<file path="config.mk">
export PLATFORM = sky130hd
export DESIGN_NAME = crc_stream_flat
export DESIGN_NICKNAME = d
export VERILOG_FILES = /design/src/rtl/crc_stream_if.sv /design/src/rtl/crc_stream.sv /design/src/flat_wrapper.sv
export SDC_FILE = /design/constraint.sdc
export NUM_CORES = 1
export LEC_CHECK = 0
export ABC_CLOCK_PERIOD_IN_PS = 7110
export BUFFER_PORTS_ARGS = -buffer_cell sky130_fd_sc_hd__buf_4
export CORE_MARGIN = 10
export CORE_UTILIZATION = 45
export DETAILED_ROUTE_END_ITERATION = 16
export HOLD_SLACK_MARGIN = 0.02
export REMOVE_ABC_BUFFERS = 1
export SLEW_MARGIN = 20
export SYNTH_ARGS = -nofsm -noshare
export SYNTH_HDL_FRONTEND = slang
export SYNTH_SLANG_ARGS = --single-unit
</file>
<file path="constraint.sdc">
create_clock -name clk -period 7.11 [get_ports clk]
set_clock_uncertainty 0.05 [all_clocks]
set_input_delay 0.3555 -clock clk [delete_from_list [all_inputs] [get_ports clk]]
set_output_delay 0.3555 -clock clk [all_outputs]
set_load 0.01 [all_outputs]
</file>
<file path="src/rtl/crc_stream_if.sv">
// crc_stream_if: beat input and result output bundle for crc_stream
interface crc_stream_if #(
    parameter int LANES = 4,
    parameter int CRC_W = 32
);
    logic               rx_we;
    logic               rx_ready;
    logic               rx_sof;
    logic               rx_eof;
    logic [LANES-1:0]   rx_keep;
    logic [8*LANES-1:0] rx_data;
    logic               tx_valid;
    logic               tx_ready;
    logic [CRC_W-1:0]   tx_crc;
    logic               tx_match;
    logic               err;
    modport master (
        output rx_we, rx_sof, rx_eof, rx_keep, rx_data, tx_ready,
        input  rx_ready, tx_valid, tx_crc, tx_match, err
    );
    modport slave (
        input  rx_we, rx_sof, rx_eof, rx_keep, rx_data, tx_ready,
        output rx_ready, tx_valid, tx_crc, tx_match, err
    );
endinterface

</file>
<file path="src/rtl/crc_stream.sv">
// crc_stream: multi-lane streaming CRC with framing FSM and valid/ready result port
// Optional feature macro CRC_CHECK_EN: residue comparison driving tx_match
module crc_stream #(
    parameter int          LANES   = 4,
    parameter int          CRC_W   = 32,
    parameter logic [31:0] POLY    = 32'h04C11DB7,
    parameter logic [31:0] INIT    = 32'hFFFFFFFF,
    parameter logic [31:0] XOROUT  = 32'hFFFFFFFF,
    parameter bit          REFIN   = 1'b1,
    parameter bit          REFOUT  = 1'b1,
    parameter logic [31:0] RESIDUE = 32'hDEBB20E3
) (
    input logic         clk,
    input logic         reset,
    crc_stream_if.slave bus
);
    localparam int CW = $clog2(LANES + 1);
    localparam logic [CRC_W-1:0] P  = POLY[CRC_W-1:0];
    localparam logic [CRC_W-1:0] IV = INIT[CRC_W-1:0];
    localparam logic [CRC_W-1:0] XO = XOROUT[CRC_W-1:0];

    typedef enum logic {IDLE, FRAME} state_t;

    state_t             state_q, state_d;
    logic               rx_ready, accept, beat_ok, run, fb, load;
    logic [CW-1:0]      cnt;
    logic               s1_v_q, s1_v_d, s1_init_q, s1_init_d, s1_eof_q, s1_eof_d;
    logic [CW-1:0]      s1_cnt_q, s1_cnt_d;
    logic [8*LANES-1:0] s1_data_q, s1_data_d;
    logic [CRC_W-1:0]   crc_q, crc_d, c, refl, tx_crc_q, tx_crc_d;
    logic               s2_eof_q, s2_eof_d, tx_valid_q, tx_valid_d, err_q, err_d;

    assign rx_ready = ~(tx_valid_q & ~bus.tx_ready);
    assign accept   = bus.rx_we & rx_ready;

    // Framing FSM, eof byte count and stage-1 capture of the accepted beat
    always_comb begin
        state_d = state_q;
        err_d   = 1'b0;
        beat_ok = 1'b0;
        cnt     = '0;
        run     = 1'b1;
        for (int i = 0; i < LANES; i++) begin
            run = run & bus.rx_keep[i];
            cnt = cnt + CW'(run);
        end
        if (!bus.rx_eof) cnt = CW'(LANES);
        if (accept) begin
            beat_ok = bus.rx_sof | (state_q == FRAME);
            err_d   = (state_q == FRAME) ? bus.rx_sof : ~bus.rx_sof;
            if (beat_ok) state_d = bus.rx_eof ? IDLE : FRAME;
        end
        s1_v_d    = rx_ready ? beat_ok : s1_v_q;
        s1_init_d = rx_ready ? bus.rx_sof : s1_init_q;
        s1_eof_d  = rx_ready ? bus.rx_eof : s1_eof_q;
        s1_cnt_d  = rx_ready ? cnt : s1_cnt_q;
        s1_data_d = rx_ready ? bus.rx_data : s1_data_q;
    end

    // Stage 2: unrolled bit-serial update over the valid bytes, lane 0 first
    always_comb begin
        c  = s1_init_q ? IV : crc_q;
        fb = 1'b0;
        for (int i = 0; i < LANES; i++)
            for (int j = 0; j < 8; j++)
                if (i < int'(s1_cnt_q)) begin
                    fb = c[CRC_W-1] ^ s1_data_q[8*i + (REFIN ? j : 7 - j)];
                    c  = {c[CRC_W-2:0], 1'b0} ^ (fb ? P : '0);
                end
        crc_d    = (s1_v_q & rx_ready) ? c : crc_q;
        s2_eof_d = rx_ready ? (s1_v_q & s1_eof_q) : s2_eof_q;
    end

    // Result register: loads when a finished frame leaves stage 2, holds until taken
    always_comb begin
        for (int i = 0; i < CRC_W; i++) refl[i] = REFOUT ? crc_q[CRC_W-1-i] : crc_q[i];
        load       = s2_eof_q & rx_ready;
        tx_valid_d = load | (tx_valid_q & ~bus.tx_ready);
        tx_crc_d   = load ? refl ^ XO : tx_crc_q;
    end

    // State and pipeline registers; reset drops any frame in flight
    always_ff @(posedge clk or posedge reset) begin
        if (reset) begin
            state_q    <= IDLE;
            s1_v_q     <= 1'b0;
            s1_init_q  <= 1'b0;
            s1_eof_q   <= 1'b0;
            s1_cnt_q   <= '0;
            s1_data_q  <= '0;
            crc_q      <= '0;
            s2_eof_q   <= 1'b0;
            tx_valid_q <= 1'b0;
            tx_crc_q   <= '0;
            err_q      <= 1'b0;
        end else begin
            state_q    <= state_d;
            s1_v_q     <= s1_v_d;
            s1_init_q  <= s1_init_d;
            s1_eof_q   <= s1_eof_d;
            s1_cnt_q   <= s1_cnt_d;
            s1_data_q  <= s1_data_d;
            crc_q      <= crc_d;
            s2_eof_q   <= s2_eof_d;
            tx_valid_q <= tx_valid_d;
            tx_crc_q   <= tx_crc_d;
            err_q      <= err_d;
        end
    end

    assign bus.rx_ready = rx_ready;
    assign bus.tx_valid = tx_valid_q;
    assign bus.tx_crc   = tx_crc_q;
    assign bus.err      = err_q;

`ifdef CRC_CHECK_EN
    localparam logic [CRC_W-1:0] RES = RESIDUE[CRC_W-1:0];
    logic tx_match_q, tx_match_d;

    // Residue compare on the output-reflected register before XOROUT, held with tx_crc
    always_comb tx_match_d = load ? (refl == RES) : tx_match_q;

    // Match flag register
    always_ff @(posedge clk or posedge reset) begin
        if (reset) tx_match_q <= 1'b0;
        else       tx_match_q <= tx_match_d;
    end

    assign bus.tx_match = tx_match_q;
`else
    assign bus.tx_match = 1'b0;
`endif
endmodule

</file>
<file path="src/flat_wrapper.sv">
// flat-port wrapper written by rule: the top's interface ports become plain ports
module crc_stream_flat 
#(
    parameter int          LANES   = 4,
    parameter int          CRC_W   = 32,
    parameter logic [31:0] POLY    = 32'h04C11DB7,
    parameter logic [31:0] INIT    = 32'hFFFFFFFF,
    parameter logic [31:0] XOROUT  = 32'hFFFFFFFF,
    parameter bit          REFIN   = 1'b1,
    parameter bit          REFOUT  = 1'b1,
    parameter logic [31:0] RESIDUE = 32'hDEBB20E3
)
  (clk, reset, bus_rx_we, bus_rx_sof, bus_rx_eof, bus_rx_keep, bus_rx_data, bus_tx_ready, bus_rx_ready, bus_tx_valid, bus_tx_crc, bus_tx_match, bus_err);
  crc_stream_if #(.LANES(LANES), .CRC_W(CRC_W)) bus_i ();
  input logic clk;
  input logic reset;
  input wire logic [$bits(bus_i.rx_we)-1:0] bus_rx_we;
  input wire logic [$bits(bus_i.rx_sof)-1:0] bus_rx_sof;
  input wire logic [$bits(bus_i.rx_eof)-1:0] bus_rx_eof;
  input wire logic [$bits(bus_i.rx_keep)-1:0] bus_rx_keep;
  input wire logic [$bits(bus_i.rx_data)-1:0] bus_rx_data;
  input wire logic [$bits(bus_i.tx_ready)-1:0] bus_tx_ready;
  output wire logic [$bits(bus_i.rx_ready)-1:0] bus_rx_ready;
  output wire logic [$bits(bus_i.tx_valid)-1:0] bus_tx_valid;
  output wire logic [$bits(bus_i.tx_crc)-1:0] bus_tx_crc;
  output wire logic [$bits(bus_i.tx_match)-1:0] bus_tx_match;
  output wire logic [$bits(bus_i.err)-1:0] bus_err;
  assign bus_i.rx_we = bus_rx_we;
  assign bus_i.rx_sof = bus_rx_sof;
  assign bus_i.rx_eof = bus_rx_eof;
  assign bus_i.rx_keep = bus_rx_keep;
  assign bus_i.rx_data = bus_rx_data;
  assign bus_i.tx_ready = bus_tx_ready;
  assign bus_rx_ready = bus_i.rx_ready;
  assign bus_tx_valid = bus_i.tx_valid;
  assign bus_tx_crc = bus_i.tx_crc;
  assign bus_tx_match = bus_i.tx_match;
  assign bus_err = bus_i.err;
  crc_stream #(.LANES(LANES), .CRC_W(CRC_W), .POLY(POLY), .INIT(INIT), .XOROUT(XOROUT), .REFIN(REFIN), .REFOUT(REFOUT), .RESIDUE(RESIDUE)) u_core (.clk(clk), .reset(reset), .bus(bus_i));
endmodule
</file>
# Word level (Yosys, flattened, before mapping)
# Index checks and enable logic that the tools add are counted.
# totals
output_inout_bits	36
register_bits	106
wordCells	167
inputBits	42
# classes
reduce_logical	1
magnitude_cmp	4
n_addsub	3
n_mux	70
bitwise_logic	78
# op_table
op	n
2-to-1 mux 32 bit	33
bitwise XOR 32 bit	32
2-to-1 mux 27 bit	32
inverter 32 bit	1
bitwise XOR 1 bit	32
AND 1 bit	8
adder 3 x 1 -> 3 bit	2
< comparator 1 x 3 -> 1 bit (first input constant)	2
< comparator 2 x 3 -> 1 bit (first input constant)	2
2-to-1 mux 1 bit	4
2-to-1 mux 3 bit	1
inverter 1 bit	3
adder 1 x 1 -> 2 bit	1
OR 1 bit	2
AND reduction 2 bit	1

# Longest topological paths before layout
# Gate-level depths: netlist (run 1).
# depth
ltp_word	129
mapped_depth	22
ltp_nobuf	18

# Worst setup path before layout (run 1)
# Ideal clock, no wire load.
# synth_path
kind	flip-flop to flip-flop
from	register u_core.s1_cnt_q[0]
to	register u_core.crc_q[7]
path_slack_ns	1.317
setup_ns	0.077
path_buffers	2
stages_incl_launch_ff	21
required_ns	6.983
arrival_time_ns	5.665
synth_period_minus_slack_ns	5.793
cell_sequence	dfrtp_1 buf_6 or3_1 buf_2 a21o_1 or3_1 a41oi_1 mux2i_1 mux2_2 xnor3_1 o211a_1 o31ai_4 xor2_4 xnor3_2 a21oi_4 xnor2_4 xnor3_2 xnor2_1 xnor2_1 nand2_1 a21oi_1
# synth_between
elab_chain_len	76
elab_cells_between_ends	129
cone_classes	order compare (4); mux (63); bitwise (62)
# synth_rtl
element	line_no	text
start: declaration	crc_stream.sv:28	logic [CW-1:0] s1_cnt_q, s1_cnt_d;
start signal: assignment	crc_stream.sv:101	s1_cnt_q <= s1_cnt_d;
< comparator 1 x 3 -> 1 bit	crc_stream.sv:66	if (i < int'(s1_cnt_q)) begin
2-to-1 mux 32 bit	crc_stream.sv:66	
bitwise XOR 1 bit	crc_stream.sv:67	fb = c[CRC_W-1] ^ s1_data_q[8*i + (REFIN ? j : 7 - j)];
2-to-1 mux 27 bit	crc_stream.sv:68	c = {c[CRC_W-2:0], 1'b0} ^ (fb ? P : '0);
bitwise XOR 32 bit	crc_stream.sv:68	
2-to-1 mux 32 bit	crc_stream.sv:66	
bitwise XOR 32 bit	crc_stream.sv:68	
2-to-1 mux 32 bit	crc_stream.sv:66	
[... 60 more ...]	--	
bitwise XOR 32 bit	crc_stream.sv:68	
2-to-1 mux 32 bit	crc_stream.sv:66	
bitwise XOR 32 bit	crc_stream.sv:68	
2-to-1 mux 32 bit	crc_stream.sv:66	
bitwise XOR 1 bit	crc_stream.sv:67	
2-to-1 mux 27 bit	crc_stream.sv:68	
bitwise XOR 32 bit	crc_stream.sv:68	
2-to-1 mux 32 bit (*)	crc_stream.sv:66	
end signal: assignment	crc_stream.sv:103	crc_q <= crc_d;
end: declaration	crc_stream.sv:30	logic [CRC_W-1:0] crc_q, crc_d, c, refl, tx_crc_q, tx_crc_d;
# Mark *: on every way between the ends. The rest lies on a longest branch, timed or not.
# A chain may end at the register's enable or synchronous reset.

# Final worst setup path (run 1)
# layout_path
from	register u_core.s1_cnt_q[2]
to	register u_core.crc_q[7]
# Same word-level chain as after synthesis.

==> summary.txt, run 1 <==
Placed design
  • HPWL Detailed: approximately 27000 um
  • GPL Wtd Cong: about 1
  • Port bufs: 76
  • Placed cell area: 0.0114 mm^2

Global routing
  • Initial antenna violation count: 1
  • Congestion Overflow GR: 0
  • Largest net degree at the start of global routing: 66
  • Vias in the first global route: ~8.6k
  • GRT Total Usage: a little under a quarter
  • First-pass GRT wire length: between 50000 and 60000 um

Synth
  • Yosys top cell by area: dfrtp_1
  • Asr flop ratio synth: 100%
  • Yosys warnings: 0
  • Primary FF master, synth: dfrtp_1
  • Top cell type's share of synthesized area: 25.3%
  • Most instantiated cells after synthesis: 217 x xnor2_1, 194 x nand2_1, 106 x dfrtp_1
  • Cells after synthesis: 1239
  • EDFF count, synth: 0
  • Netlist cell types: 81
  • Cell Area, Synth: between 0.01 and 0.015 mm^2
  • Top-count cell post-synth: xnor2_1
  • Syn Area/Cell: 8.45 um^2
  • Seq/Total Area, Yosys: 25.3%
  • Post-synthesis sequential element count: 106
  • Synth area leaders: dfrtp_1 25%, xnor2_1 18%, nand2_1 7.0%

Floorplanning
  • Placeable Area: approximately 0.023 mm^2
  • IO Count: approximately 80
  • DIE WIDTH: roughly 170 um
  • Die area: ~0.03 mm^2
  • Cell Rows: 55
  • Initial Utilization: 46.0%
  • Die Ht: between 150 and 200 um

Detailed routing
  • Detailed Route Iter0 Violations: between 1k and 1.5k
  • Vias/cell: approximately 5.5
  • Final wirelength: approximately 35000 um
  • Antenna Violating Nets Remaining: 0
  • Via count: between 8k and 9k
  • DRT Pass-1 Iters: 5
  • Residual DRC count: 0
  • Drt wl/cell: around 22 um

Layout
  • Area growth from synthesis to layout: 12.2%
  • Layout cell share with drive strength beyond 1: 15.0%
  • Fillers: 2199
  • Number of diodes: 0
  • Final instance area: around 0.012 mm^2
  • Nets: around 1.3k

Critical path
  • WP data required: 7360 ps
  • Critical Path AT: a little under 7000 ps
  • FF-to-FF path depth: 18
  • Startpoint Class: flop
  • CP Max Fanout: 12
  • Critical path class: flop to flop
  • Critical Path End Type: flop

Clock tree
  • H-tree level count: 3
  • Clock sinks: approximately 110
  • Clk slew on worst S/H paths: roughly 90 ps
  • CTS Buf Count: 9
  • Clk_lat worst skew: about 370 ps
  • Root Buffer: clkbuf_16
  • Clk buf depth: 2
  • CTS tree: built
  • Post-CTS setup buffers: 0

Worst hold path
  • Hold path depth: 3
  • HP Class: input pin to flop

STA
  • Post-layout minimum cycle time: about 6500 ps
  • Relative slew slack: approximately a third
  • Endpoints failing setup: 0
  • RSZ-0062 raised after global routing: false
  • Slew Limit Fails: 0
  • Period utilization: between 90% and 100%
  • FMAX: 0.154 GHz
  • Measured slew at the worst slew-check pin: around 970 ps
  • Fin. Hold Viols: 0

Outcome
  • Status: finished clean

Flow run
  • Maxcap violations: 0
[state kept, by name (all words and copies together), names as in the netlist]
register,count
u_core.bus.err,1
u_core.bus.tx_crc,32
u_core.bus.tx_valid,1
u_core.crc_q,32
u_core.s1_cnt_q,3
u_core.s1_data_q,32
u_core.s1_eof_q,1
u_core.s1_init_q,1
u_core.s1_v_q,1
u_core.s2_eof_q,1
u_core.state_q,1
[final cells by class]
cell class | instances | area (um^2) | share of cell area (%)
clock buffers | 9 | 225 | 1.92
well taps | 313 | 392 | 3.33
multi-input cells | 1036 | 7430 | 63.2
repair buffers | 123 | 926 | 7.88
clock inverters | 7 | 86.3 | 0.735
flip-flops and latches | 106 | 2660 | 22.6
inverters | 10 | 40.0 | 0.341
[per-layer routing]
layer / track usage (%) / vias to the layer above / part of all wire, %
li1: - / 4258 / -
met1: 33.0 / 4148 / 46
met2: 33.2 / 334 / 43
met3: 3.77 / 58 / 7.0
met4: 9.13 / 2 / 3.6
met5: 0 / - / 0.038
[worst paths after layout]
check / start / to / slack, ps
setup / recovery: u_core.s1_cnt_q[2] / u_core.crc_q[7] / 630
hold / removal: bus_rx_data[23] / u_core.s1_data_q[23] / 120
setup reg to reg: u_core.s1_cnt_q[2] / u_core.crc_q[7] / 630
hold reg to reg: u_core.bus.tx_crc[6] / u_core.bus.tx_crc[6] / 430
max in group asynchronous: reset / u_core.crc_q[9] / 5260
min in group asynchronous: reset / u_core.crc_q[31] / 530
[what timing repair did]
| item | 4_1_cts | 5_1_grt |
|---|---|---|
| endpoints found under the hold margin | 32 | 0 |
| hold buffers | 1 | 0 |
| resized for setup | 0 | 0 |
[worst max-delay path, cell delays in order (launching register included)]
cell and delay (ps):
dfrtp_2 500, or3_1 550, a21o_1 310, or3_1 360
a41oi_1 360, mux2i_1 400, mux2_2 380, xnor3_1 440
o211a_1 270, o31ai_4 310, xor2_4 400, xnor3_2 560
a21oi_4 220, xnor2_4 230, xnor3_2 500, xnor2_1 220
xnor2_1 140, nand2_1 70, a21oi_1 140
[cell usage in the layout (no fill, tap or decap), types with 8 or more instances in the layout]
cell type  netlist  layout
buf_4            2     122
xnor3_1         24      24
a211oi_1        20      20
nor3_1          27      27
nand3_1          8       8
a21o_1          16      16
nor2_1         101     100
inv_1            9       8
clkbuf_16        0       9
and2_1           9       8
o211ai_1        10      10
nand2_1        194     193
a21oi_1         75      75
o21a_1          10      10
nand2b_1         8       8
mux2i_1         19      19
o21ai_0         94      94
or3_1            8       8
xor2_1          82      82
xnor2_2         10      10
dfrtp_1        106     104
xnor2_1        217     217
[kinds of logic after synthesis]
logic type / after synthesis / share of synthesized area, %
compound gates: 280 / 16.9
xor+xnor: 349 / 35.5
fa+ha+maj: 3 / 0.430
buf+inv: 97 / 3.84
flops: 106 / 25.3
mux: 22 / 2.14
other cells: 1 / 0.0358
simple gates: 381 / 15.9
[stage by stage]
step	worst slack (ps)	util, %	std cells	hold WS, ps	setup TNS, ps
3_5_place_dp	733	50.2	1587	393	0
6_report	630	51.6	1604	120	0
4_1_cts	695	51.6	1604	114	0
3_3_place_gp	773	50.2	1587	390	0
2_1_floorplan	-116	-	1152	390	-308
5_1_grt	329	51.6	1604	130	0
Power of run 1 is left out: the tool's default activity adds up to more than one toggle a clock period on the data nets, which glitch-free logic cannot reach.
==> inputs of run 2 (changes only) <==
--- a/config.mk
+++ b/config.mk
@@ -5,7 +5,7 @@
 export SDC_FILE = /design/constraint.sdc
 export NUM_CORES = 1
 export LEC_CHECK = 0
-export ABC_CLOCK_PERIOD_IN_PS = 7110
+export ABC_CLOCK_PERIOD_IN_PS = 6800
 export BUFFER_PORTS_ARGS = -buffer_cell sky130_fd_sc_hd__buf_4
 export CORE_MARGIN = 10
 export CORE_UTILIZATION = 45
==> constraint.sdc (replaced) <==
create_clock -name clk -period 6.8 [get_ports clk]
set_clock_uncertainty 0.05 [all_clocks]
set_input_delay 0.34 -clock clk [delete_from_list [all_inputs] [get_ports clk]]
set_output_delay 0.34 -clock clk [all_outputs]
set_load 0.01 [all_outputs]
==> summary.txt, run 2 (synthesis results as in run 1) <==
Outcome
  • Status: finished clean

Critical path
  • Startpoint Class: flop
  • Max incr delay on CP: 560 ps (about the same)
  • WP data required: 7050 ps (-310 ps)
  • Critical Path AT: 6670 ps (-60 ps)
  • Crit-path slowest cell: or3_1
  • Critical Path End Type: flop
  • CP Cell Sequence: or3_1 > a21o_1 > or3_1 > a41oi_1 > mux2i_2 > mux2_2 > xnor3_1 > o211a_1 > o31ai_4 > xor2_4 > xnor3_2 > a21oi_4 > xnor2_4 > xnor3_2 > xnor2_1 > xnor2_1 > nand2_1 > a21oi_1
  • Critical path class: flop to flop
  • CP Max Fanout: 12 (unchanged)

Global routing
  • First-pass GRT wire length: 54400 um (+1.5%)
  • Congestion Overflow GR: 0 (unchanged)
  • Initial antenna violation count: 0 (-1)
  • GRT Total Usage: 23.3% (+0.37 points)
  • Largest net degree at the start of global routing: 66 (unchanged)
  • Vias in the first global route: 8642 (+0.71%)

Layout
  • Layout cell share with drive strength beyond 1: 15.5% (+0.46 points)
  • Area of the multi-input gates: 0.00743 mm^2 (about the same)
  • Fin cells: 1611 (+0.44%)
  • Area growth from synthesis to layout: 12.7%
  • Commonest cells after routing, fill and taps aside: 217 x xnor2_1, 193 x nand2_1, 129 x buf_4, 104 x dfrtp_1, 100 x nor2_1
  • Register area: 0.00266 mm^2 (unchanged)
  • Nets: 1338 (+0.53%)
  • Fillers: 2216 (+0.77%)
  • Final instance area: 0.0118 mm^2 (+0.47%)
  • Most common cell after layout, fill and taps aside: xnor2_1
  • Finished Core Util: 51.8% (+0.24 points)
  • Number of diodes: 0 (unchanged)

Floorplanning
  • Die Ht: 173 um (unchanged)
  • Cell Rows: 55 (unchanged)
  • IO Count: 78 (unchanged)
  • Die area: 0.0298 mm^2 (unchanged)
  • Placeable Area: 0.0228 mm^2 (unchanged)
  • DIE WIDTH: 173 um (unchanged)
  • Initial Utilization: 46.0% (unchanged)

Clock tree
  • CTS tree: built
  • Clk_lat worst skew: 370 ps (about the same)
  • CTS Buf Count: 9 (unchanged)
  • Root Buffer: clkbuf_16
  • Clk buf depth: 2 (unchanged)
  • Post-CTS setup buffers: 0 (unchanged)
  • Clock sinks: 106 (unchanged)
  • H-tree level count: 3 (unchanged)
  • Clk slew on worst S/H paths: 90 ps (about the same)

Placed design
  • Placed insts: 1594 (+0.44%)
  • Port bufs: 76 (unchanged)
  • GPL Wtd Cong: 0.995 (-0.65%)
  • HPWL Detailed: 27400 um (+1.8%)
  • Placed cell area: 0.0115 mm^2 (+0.46%)

STA
  • Measured slew at the worst slew-check pin: 984 ps (+10.4 ps)
  • Fin. Hold Viols: 0 (unchanged)
  • RSZ-0062 raised after global routing: false
  • Endpoints failing setup: 0 (unchanged)
  • Slew Limit Fails: 0 (unchanged)
  • Setup TNS: 0 ps (unchanged)
  • Relative slew slack: 34.2% (-0.70 points)
  • FMAX: 0.156 GHz (+0.98%)
  • Period utilization: 94.4% (+3.2 points)
  • Post-layout minimum cycle time: 6420 ps (-63.1 ps)

Detailed routing
  • Residual DRC count: 0 (unchanged)
  • Antenna Violating Nets Remaining: 0 (unchanged)
  • Drt wl/cell: 21.8 um (+0.72%)
  • Detailed Route Iter0 Violations: 850 (-20%)
  • Vias/cell: 5.56 (+1.4%)
  • DRT Pass-1 Iters: 7 (+2)
  • Final wirelength: 35100 um (+1.2%)
  • Via count: 8965 (+1.9%)

Worst hold path
  • HP Class: input pin to flop

Flow run
  • Maxcap violations: 0 (unchanged)
## run 2: cell types whose count changed in the layout (fill, tap and decap cells not counted), sizes merged
cell / before / now
buf: 122 / 129
## run 2: what timing repair did
| item | in CTS | in global routing |
|---|---|---|
| resized for setup | 0 | 1 |
| hold buffers | 1 | 0 |
| hold endpoints to repair | 34 | 0 |
| setup endpoints to repair | 0 | 1 |
## run 2: critical path, delay by kind of cell, from the launching register on
kind                      cells  cell delay [ps]
DFF                           1              500
AOI/OAI and AO/OA             6             1640
xor gates and xnor gates      7             2430
muxes                         2              720
and+or+nand+nor               3             1000
## run 2: metal layers
layer	track usage (%)	up-vias	part of all wire, %
li1	-	4278	-
met1	33.4	4257	46
met2	34.7	363	43
met3	3.66	67	7.0
met4	8.01	0	3.3
met5	0	-	0
## run 2: per-stage QoR
stage / hold WS, ps / worst slack [ps]
CTS: 96.4 / 415
floorplan: 375 / -426
global route: 101 / 30.9
global placement: 392 / 516
finish: 103 / 383
detailed placement: 395 / 436
## run 2: cell type report
class	instances	share of cell area, %
clock buffer	9	1.91
clock inverter	7	0.731
inverter	10	0.339
multi-input combinational	1036	62.9
sequential	106	22.5
tap	313	3.32
timing repair buffer	130	8.29
## run 2: final timing paths
check / startpoint / end / slack (ps) / depth (start not counted)
max reg2reg: u_core.s1_cnt_q[2] / u_core.crc_q[7] / 380 / 18
min reg2reg: u_core.bus.tx_crc[14] / u_core.bus.tx_crc[14] / 430 / 2
max: u_core.s1_cnt_q[2] / u_core.crc_q[7] / 380 / 18
min in group asynchronous: reset / u_core.bus.tx_crc[6] / 520 / 3
max in group asynchronous: reset / u_core.bus.tx_crc[14] / 4970 / 4
min: bus_rx_data[22] / u_core.s1_data_q[22] / 100 / 3
Power of run 2 is left out for the same reason.
